**src/rtl/uart_autobaud_ctrl_if.sv**
```systemverilog
// Purpose: bundles the auto-baud controller's CSR, RX pin and baud generator signals.
// Ports: master = CSR/pin side (drives rx_in, start, sw_wr, sw_divisor);
//        slave  = controller (drives baud_divisor, gen_reset, busy, done, error).
interface uart_autobaud_ctrl_if;
    logic        rx_in;
    logic        start;
    logic        sw_wr;
    logic [15:0] sw_divisor;
    logic [15:0] baud_divisor;
    logic        gen_reset;
    logic        busy;
    logic        done;
    logic        error;

    modport master (
        output rx_in, start, sw_wr, sw_divisor,
        input  baud_divisor, gen_reset, busy, done, error
    );

    modport slave (
        input  rx_in, start, sw_wr, sw_divisor,
        output baud_divisor, gen_reset, busy, done, error
    );
endinterface

```
**src/rtl/uart_autobaud_ctrl.sv**
```systemverilog
// Purpose: measures a 0x55 sync char on rx_in (or takes a software write) and programs the baud divisor.
// Latency: 3-cycle rx edge detect; CALC 1 cycle after the 5th fall; gen_reset held 2 cycles after any divisor change.
// Backpressure: none; start/sw_wr are single-cycle strobes honoured only in IDLE, otherwise dropped.
// Ports: clk, reset_n (async active-low), bus (slave modport of uart_autobaud_ctrl_if).
module uart_autobaud_ctrl #(
    parameter logic [15:0]      DEFAULT_DIVISOR = 16'd868,
    parameter logic [15:0]      MIN_DIVISOR     = 16'd32,
    parameter int               CNT_W           = 20,
    parameter logic [CNT_W-1:0] TIMEOUT_CYCLES  = 20'hFFFFF
) (
    input  logic                 clk,
    input  logic                 reset_n,
    uart_autobaud_ctrl_if.slave  bus
);

    typedef enum logic [2:0] {
        S_IDLE, S_WAIT_FALL, S_MEASURE, S_CALC, S_APPLY, S_FAIL
    } state_t;

    localparam logic [CNT_W-1:0] CNT_ZERO = '0;
    localparam logic [CNT_W-1:0] CNT_ONE  = 1;
    localparam logic [CNT_W:0]   RND      = 4;
    localparam logic [CNT_W:0]   DIV_MAX  = 'hFFFF;
    localparam logic [CNT_W:0]   DIV_MIN  = {{(CNT_W-15){1'b0}}, MIN_DIVISOR};

    state_t           state_q, state_d;
    logic             rx_s1_q, rx_s1_d;
    logic             rx_s2_q, rx_s2_d;
    logic             rx_prev_q, rx_prev_d;
    logic [CNT_W-1:0] timer_q, timer_d;
    logic [CNT_W-1:0] ivl_q, ivl_d;
    logic [CNT_W-1:0] ref_q, ref_d;
    logic [CNT_W-1:0] total_q, total_d;
    logic [2:0]       edge_cnt_q, edge_cnt_d;
    logic             apply_cnt_q, apply_cnt_d;
    logic [15:0]      div_q, div_d;
    logic             rst_hold_q, rst_hold_d;

    logic             fall;
    logic [CNT_W-1:0] ik;
    logic [CNT_W-1:0] diff;
    logic             mismatch;
    logic [CNT_W:0]   div_wide;
    logic             div_ok;

    // Counters stick at all-ones rather than wrapping.
    function automatic logic [CNT_W-1:0] sat_inc(input logic [CNT_W-1:0] v);
        return (&v) ? v : v + CNT_ONE;
    endfunction

    // Same synchronizer latency on every edge, so it cancels out of the intervals.
    assign fall     = rx_prev_q & ~rx_s2_q;
    // Interval ends on the fall cycle itself, hence the +1.
    assign ik       = sat_inc(ivl_q);
    assign diff     = (ik >= ref_q) ? (ik - ref_q) : (ref_q - ik);
    assign mismatch = diff > (ref_q >> 2);
    // 8 bit times measured; +4 before >>3 rounds to nearest.
    assign div_wide = ({1'b0, total_q} + RND) >> 3;
    assign div_ok   = (div_wide <= DIV_MAX) && (div_wide >= DIV_MIN);

    assign bus.baud_divisor = div_q;
    assign bus.busy         = (state_q != S_IDLE);
    assign bus.done         = (state_q == S_CALC) && div_ok;
    assign bus.error        = (state_q == S_FAIL);
    // rst_hold_q keeps the generator in reset through our own reset and one clk after.
    assign bus.gen_reset    = rst_hold_q | (state_q == S_APPLY);

    always_comb begin
        state_d     = state_q;
        rx_s1_d     = bus.rx_in;
        rx_s2_d     = rx_s1_q;
        rx_prev_d   = rx_s2_q;
        timer_d     = timer_q;
        ivl_d       = ivl_q;
        ref_d       = ref_q;
        total_d     = total_q;
        edge_cnt_d  = edge_cnt_q;
        apply_cnt_d = apply_cnt_q;
        div_d       = div_q;
        rst_hold_d  = 1'b0;

        case (state_q)
            S_IDLE: begin
                if (bus.sw_wr) begin
                    div_d       = bus.sw_divisor;
                    apply_cnt_d = 1'b0;
                    state_d     = S_APPLY;
                end else if (bus.start) begin
                    timer_d = CNT_ZERO;
                    state_d = S_WAIT_FALL;
                end
            end
            S_WAIT_FALL: begin
                if (fall) begin
                    timer_d    = CNT_ZERO;
                    ivl_d      = CNT_ZERO;
                    ref_d      = CNT_ZERO;
                    edge_cnt_d = 3'd0;
                    state_d    = S_MEASURE;
                end else if (timer_q >= TIMEOUT_CYCLES) begin
                    state_d = S_FAIL;
                end else begin
                    timer_d = sat_inc(timer_q);
                end
            end
            S_MEASURE: begin
                timer_d = sat_inc(timer_q);
                ivl_d   = sat_inc(ivl_q);
                if (fall) begin
                    ivl_d      = CNT_ZERO;
                    edge_cnt_d = edge_cnt_q + 3'd1;
                    if (edge_cnt_q == 3'd0) begin
                        ref_d = ik;
                    end else if (mismatch) begin
                        state_d = S_FAIL;
                    end else if (edge_cnt_q == 3'd3) begin
                        total_d = sat_inc(timer_q);
                        state_d = S_CALC;
                    end
                end else if (timer_q >= TIMEOUT_CYCLES) begin
                    state_d = S_FAIL;
                end
            end
            S_CALC: begin
                if (div_ok) begin
                    div_d       = div_wide[15:0];
                    apply_cnt_d = 1'b0;
                    state_d     = S_APPLY;
                end else begin
                    state_d = S_FAIL;
                end
            end
            S_APPLY: begin
                if (apply_cnt_q) begin
                    state_d = S_IDLE;
                end else begin
                    apply_cnt_d = 1'b1;
                end
            end
            S_FAIL: begin
                state_d = S_IDLE;
            end
            default: begin
                state_d = S_IDLE;
            end
        endcase
    end

    always_ff @(posedge clk or negedge reset_n) begin
        if (!reset_n) begin
            state_q     <= S_IDLE;
            rx_s1_q     <= 1'b1;
            rx_s2_q     <= 1'b1;
            rx_prev_q   <= 1'b1;
            timer_q     <= '0;
            ivl_q       <= '0;
            ref_q       <= '0;
            total_q     <= '0;
            edge_cnt_q  <= 3'd0;
            apply_cnt_q <= 1'b0;
            div_q       <= DEFAULT_DIVISOR;
            rst_hold_q  <= 1'b1;
        end else begin
            state_q     <= state_d;
            rx_s1_q     <= rx_s1_d;
            rx_s2_q     <= rx_s2_d;
            rx_prev_q   <= rx_prev_d;
            timer_q     <= timer_d;
            ivl_q       <= ivl_d;
            ref_q       <= ref_d;
            total_q     <= total_d;
            edge_cnt_q  <= edge_cnt_d;
            apply_cnt_q <= apply_cnt_d;
            div_q       <= div_d;
            rst_hold_q  <= rst_hold_d;
        end
    end

endmodule

```
**src/flat_wrapper.sv**
```systemverilog
// flat-port wrapper written by rule: the top's interface ports become plain ports
module uart_autobaud_ctrl_flat 
#(
    parameter logic [15:0]      DEFAULT_DIVISOR = 16'd868,
    parameter logic [15:0]      MIN_DIVISOR     = 16'd32,
    parameter int               CNT_W           = 20,
    parameter logic [CNT_W-1:0] TIMEOUT_CYCLES  = 20'hFFFFF
)
  (clk, reset_n, bus_rx_in, bus_start, bus_sw_wr, bus_sw_divisor, bus_baud_divisor, bus_gen_reset, bus_busy, bus_done, bus_error);
  uart_autobaud_ctrl_if bus_i ();
  input  logic clk;
  input  logic reset_n;
  input wire logic [$bits(bus_i.rx_in)-1:0] bus_rx_in;
  input wire logic [$bits(bus_i.start)-1:0] bus_start;
  input wire logic [$bits(bus_i.sw_wr)-1:0] bus_sw_wr;
  input wire logic [$bits(bus_i.sw_divisor)-1:0] bus_sw_divisor;
  output wire logic [$bits(bus_i.baud_divisor)-1:0] bus_baud_divisor;
  output wire logic [$bits(bus_i.gen_reset)-1:0] bus_gen_reset;
  output wire logic [$bits(bus_i.busy)-1:0] bus_busy;
  output wire logic [$bits(bus_i.done)-1:0] bus_done;
  output wire logic [$bits(bus_i.error)-1:0] bus_error;
  assign bus_i.rx_in = bus_rx_in;
  assign bus_i.start = bus_start;
  assign bus_i.sw_wr = bus_sw_wr;
  assign bus_i.sw_divisor = bus_sw_divisor;
  assign bus_baud_divisor = bus_i.baud_divisor;
  assign bus_gen_reset = bus_i.gen_reset;
  assign bus_busy = bus_i.busy;
  assign bus_done = bus_i.done;
  assign bus_error = bus_i.error;
  uart_autobaud_ctrl #(.DEFAULT_DIVISOR(DEFAULT_DIVISOR), .MIN_DIVISOR(MIN_DIVISOR), .CNT_W(CNT_W), .TIMEOUT_CYCLES(TIMEOUT_CYCLES)) u_core (.clk(clk), .reset_n(reset_n), .bus(bus_i));
endmodule
```
**config.mk**
```make
export PLATFORM = sky130hd
export DESIGN_NAME = uart_autobaud_ctrl_flat
export DESIGN_NICKNAME = d
export VERILOG_FILES = /design/src/rtl/uart_autobaud_ctrl_if.sv /design/src/rtl/uart_autobaud_ctrl.sv /design/src/flat_wrapper.sv
export SDC_FILE = /design/constraint.sdc
export NUM_CORES = 1
export LEC_CHECK = 0
export ABC_AREA = 1
export BUFFER_PORTS_ARGS = -buffer_cell sky130_fd_sc_hd__buf_2
export CORE_UTILIZATION = 48
export CTS_CLUSTER_SIZE = 24
export DETAILED_ROUTE_END_ITERATION = 10
export PLACE_DENSITY = 0.74
export SYNTH_ARGS = -nofsm -noshare
export SYNTH_HDL_FRONTEND = slang
export SYNTH_SLANG_ARGS = --single-unit
```
**constraint.sdc**
```tcl
create_clock -name clk -period 6.1 [get_ports clk]
set_clock_uncertainty 0.15 [all_clocks]
set_input_delay 0 -clock clk [delete_from_list [all_inputs] [get_ports clk]]
set_output_delay 0 -clock clk [all_outputs]
set_load 0.02 [all_outputs]
```
==> flow_summary_export.csv <==
group,metric,value,unit
detailed_routing,post_drt_wl_per_cell,15.0,um
timing,whs,0.0393,ns
final_layout,drive_above_1_share,13.0,%
floorplanning,fp.dieH,135,um
yosys,ys_top_cells_by_area,"dfrtp_1 (28%), nand2_1 (14%), ha_1 (9.5%), inv_1 (8.7%), o21ai_0 (4.6%)",
worst_setup_path,worstSetupPathType,"reg2reg",
cts,cts_tree,"done",
worst_setup_path,cp_data_arrival_time,5.79,ns
yosys,synth_common_cells,"nand2_1 (325), inv_1 (195), dfrtp_1 (96), nor2_1 (91), o21ai_0 (77)",
power_and_ir_drop,p_seq_share,31.0,%
global_routing,grt_pass1_wl,36800,um
job,drv_cap,0,
worst_setup_path,crit_slowest_cell,"dfrtp_1",
yosys,synth-seq-cells,105,
detailed_routing,drtIter0Drc,745,
global_routing,track_usage,25.7,%
worst_setup_path,start_kind,"register",
global_routing,gr-total-overflow,0,
outcome,status,"finished clean",
yosys,synth_ff_type,"dfrtp_1",
power_and_ir_drop,internal_power,1.54,mW
detailed_routing,via_per_inst,5.35,
placement,io_buffer_count,40,
timing,slew_violations,0,
worst_setup_path,worstPathRequired,6.18,ns
floorplanning,die_w,135,um
timing,min_period,5.71,ns
detailed_routing,final_antenna_net_count,0,
timing,setup_viol,0,
placement,dp_hpwl,17200,um
cts,cts_num_sinks,105,
power_and_ir_drop,clkPwrFrac,20.2,%
worst_setup_path,critPathMaxFanout,18,
yosys,yosysTopAreaCell,"dfrtp_1",
worst_setup_path,r2r_setup_slack,0.39,ns
final_layout,diodes,0,
cts,cts.reportedPaths.clkPinSlew,0.08,ns
placement,gp_congestion,0.994,
worst_hold_path,hold_class,"in2async",
yosys,synth_edf_count,0,
cts,clk_path_buf_depth,2,
floorplanning,die-area,0.0181,mm2
cts,clkLatencyLatePin,0.36,ns
cts,cts_htree_levels,3,
yosys,synth.most_common_cell,"nand2_1",
power_and_ir_drop,power.leakage,4.83,nW
timing,finalSetupTns,0,ns
yosys,synth_fp_nets,1289,
final_layout,synthToLayoutAreaGrowth,13.5,%
final_layout,regArea,0.00264,mm2
floorplanning,rows,48,
floorplanning,coreArea,0.0172,mm2
final_layout,multi_input_area,0.00506,mm2
power_and_ir_drop,p_sw,1.18,mW
timing,fmax,175,MHz
cts,cts_made_buffers,9,
timing,finalCritPeriodShare,93.6,%
worst_setup_path,crit_path_end_kind,"register",
worst_setup_path,slowest_delay,0.41,ns
yosys,postSynthAreaPerCell,7.02,um2
floorplanning,ioPinCount,41,
yosys,yosysSeqAreaShare,31.3,%
power_and_ir_drop,power_frac_comb,48.9,%
detailed_routing,wl,22500,um
final_layout,fin_cells,1501,
timing,slew_headroom,35.9,%
timing,hold_viol_final,0,
global_routing,antenna_found_initial,0,
power_and_ir_drop,switching_share,43.5,%
cts,cts_root_buffer,"clkbuf_16",
yosys,syn-cell-area,0.00843,mm2
yosys,synthArstFlopShare,100,%
detailed_routing,dr_total_vias,8033,
yosys,synth_cell_type_count,52,
yosys,yosysWarnings,0,
final_layout,filler_cell_count,1580,
timing,tightest_slew,0.961,ns
power_and_ir_drop,ir_worst_vdd,234,uV
global_routing,grt_max_degree,75,
global_routing,grt_pass1_vias,7487,
worst_setup_path,cp_common_cell,"nand2_1",
detailed_routing,drtPass1Iterations,8,
floorplanning,start_util,48.9,%
yosys,syn_inst,1202,
yosys,yosysTopAreaCellShare,28.5,%
final_layout,post-route-util,55.5,%
placement,numPlacedInstances,1458,
power_and_ir_drop,p_per_area,285,mW/mm2
final_layout,nNetsFinal,1358,
detailed_routing,drcViolationCount,0,
-- per-layer routing --
metal | global-route usage, % | share of wire (%)
met1 | 35.8 | 46
met2 | 40.0 | 45
met3 | 4.02 | 5.8
met4 | 9.61 | 2.8
met5 | 0 | 0
-- repair_timing --
action / in CTS / in global routing
resized for setup: 0 / 39
hold buffers: 20 / 0
endpoints found under the hold margin: 49 / 0
endpoints found under the setup margin: 0 / 21
setup buffers: 0 / 6
-- worst max-delay path, delay by kind of cell (launching register included) --
kind | cells | cell delay (ns)
AOI/OAI and AO/OA | 2 | 0.25
DFF | 1 | 0.41
adders and majority gates | 2 | 0.68
buffers and inverters | 4 | 0.50
xor gates and xnor gates | 2 | 0.34
and+or+nand+nor | 28 | 3.23
-- through the flow --
| stage | power (mW) | worst slack [ns] | instance area (um2) |
|---|---|---|---|
| 6_report | 2.72 | 0.388 | 9570 |
| 5_1_grt | 2.92 | -0.0421 | 9570 |
| 4_1_cts | 2.67 | 0.141 | 9360 |
| 3_5_place_dp | 2.10 | 0.173 | 8880 |
| 3_3_place_gp | 2.09 | 0.218 | 8880 |
| 2_1_floorplan | 1.78 | 1.22 | 8430 |
-- path summary, 6_finish.rpt --
path	endpoint	startpoint	depth (start not counted)
max	u_core.total_q[2]$_DFFE_PN0P_	u_core.ivl_q[2]$_DFFE_PN0P_	38
min	u_core.bus.baud_divisor[13]$_DFFE_PN0P_	reset_n	3
max reg2reg	u_core.total_q[2]$_DFFE_PN0P_	u_core.ivl_q[2]$_DFFE_PN0P_	38
min reg2reg	u_core.rx_prev_d$_DFF_PN1_	u_core.rx_s1_q$_DFF_PN1_	0
max in group asynchronous	u_core.edge_cnt_q[2]$_DFFE_PN0P_	reset_n	3
min in group clk	u_core.state_q[1]$_DFFE_PN0P_	bus_start	5
-- layout make-up --
type / count / area share [%]
Clock buffer: 11 / 2.43
Clock inverter: 5 / 0.431
Inverter: 203 / 7.98
Multi-Input combinational cell: 873 / 52.8
Sequential cell: 105 / 27.6
Tap cell: 225 / 2.94
Timing Repair Buffer: 79 / 5.84
-- state kept, by name, indices dropped and copies added, names as in the netlist, 3 cells and up --
register,count
u_core.total_q,18
u_core.edge_cnt_q,3
u_core.bus.baud_divisor,16
u_core.ref_q,20
u_core.ivl_q,20
u_core.timer_q,20
u_core.state_q,3
-- cells by family after synthesis --
logic type,Yosys count,synth area share (%)
other cells,1,0.0445
compound gates,203,14.2
simple gates,545,27.7
flops,105,31.3
xor+xnor,50,5.19
buf+inv,225,10.7
mux,7,0.831
fa+ha+maj,66,9.97
-- cell usage in the layout (no fill, tap or decap), types with 25 or more instances in the layout --
master / count
nor2_1: 89
buf_2: 39
nand3_1: 58
o22ai_1: 25
xor2_1: 30
o21ai_0: 70
nand2_1: 322
a21oi_1: 43
ha_1: 57
inv_1: 194
dfrtp_1: 96
o21ai_2: 25
-- power groups by stage --
stage | registers, mW | logic, mW | clock network [mW]
after floorplan | 0.913 | 0.868 | 0
after global placement | 0.851 | 1.24 | 0
after detailed placement | 0.853 | 1.25 | 0
after CTS | 0.841 | 1.27 | 0.557
after global routing | 0.855 | 1.48 | 0.586
final | 0.844 | 1.33 | 0.549
(Power assumes the default switching activity.)
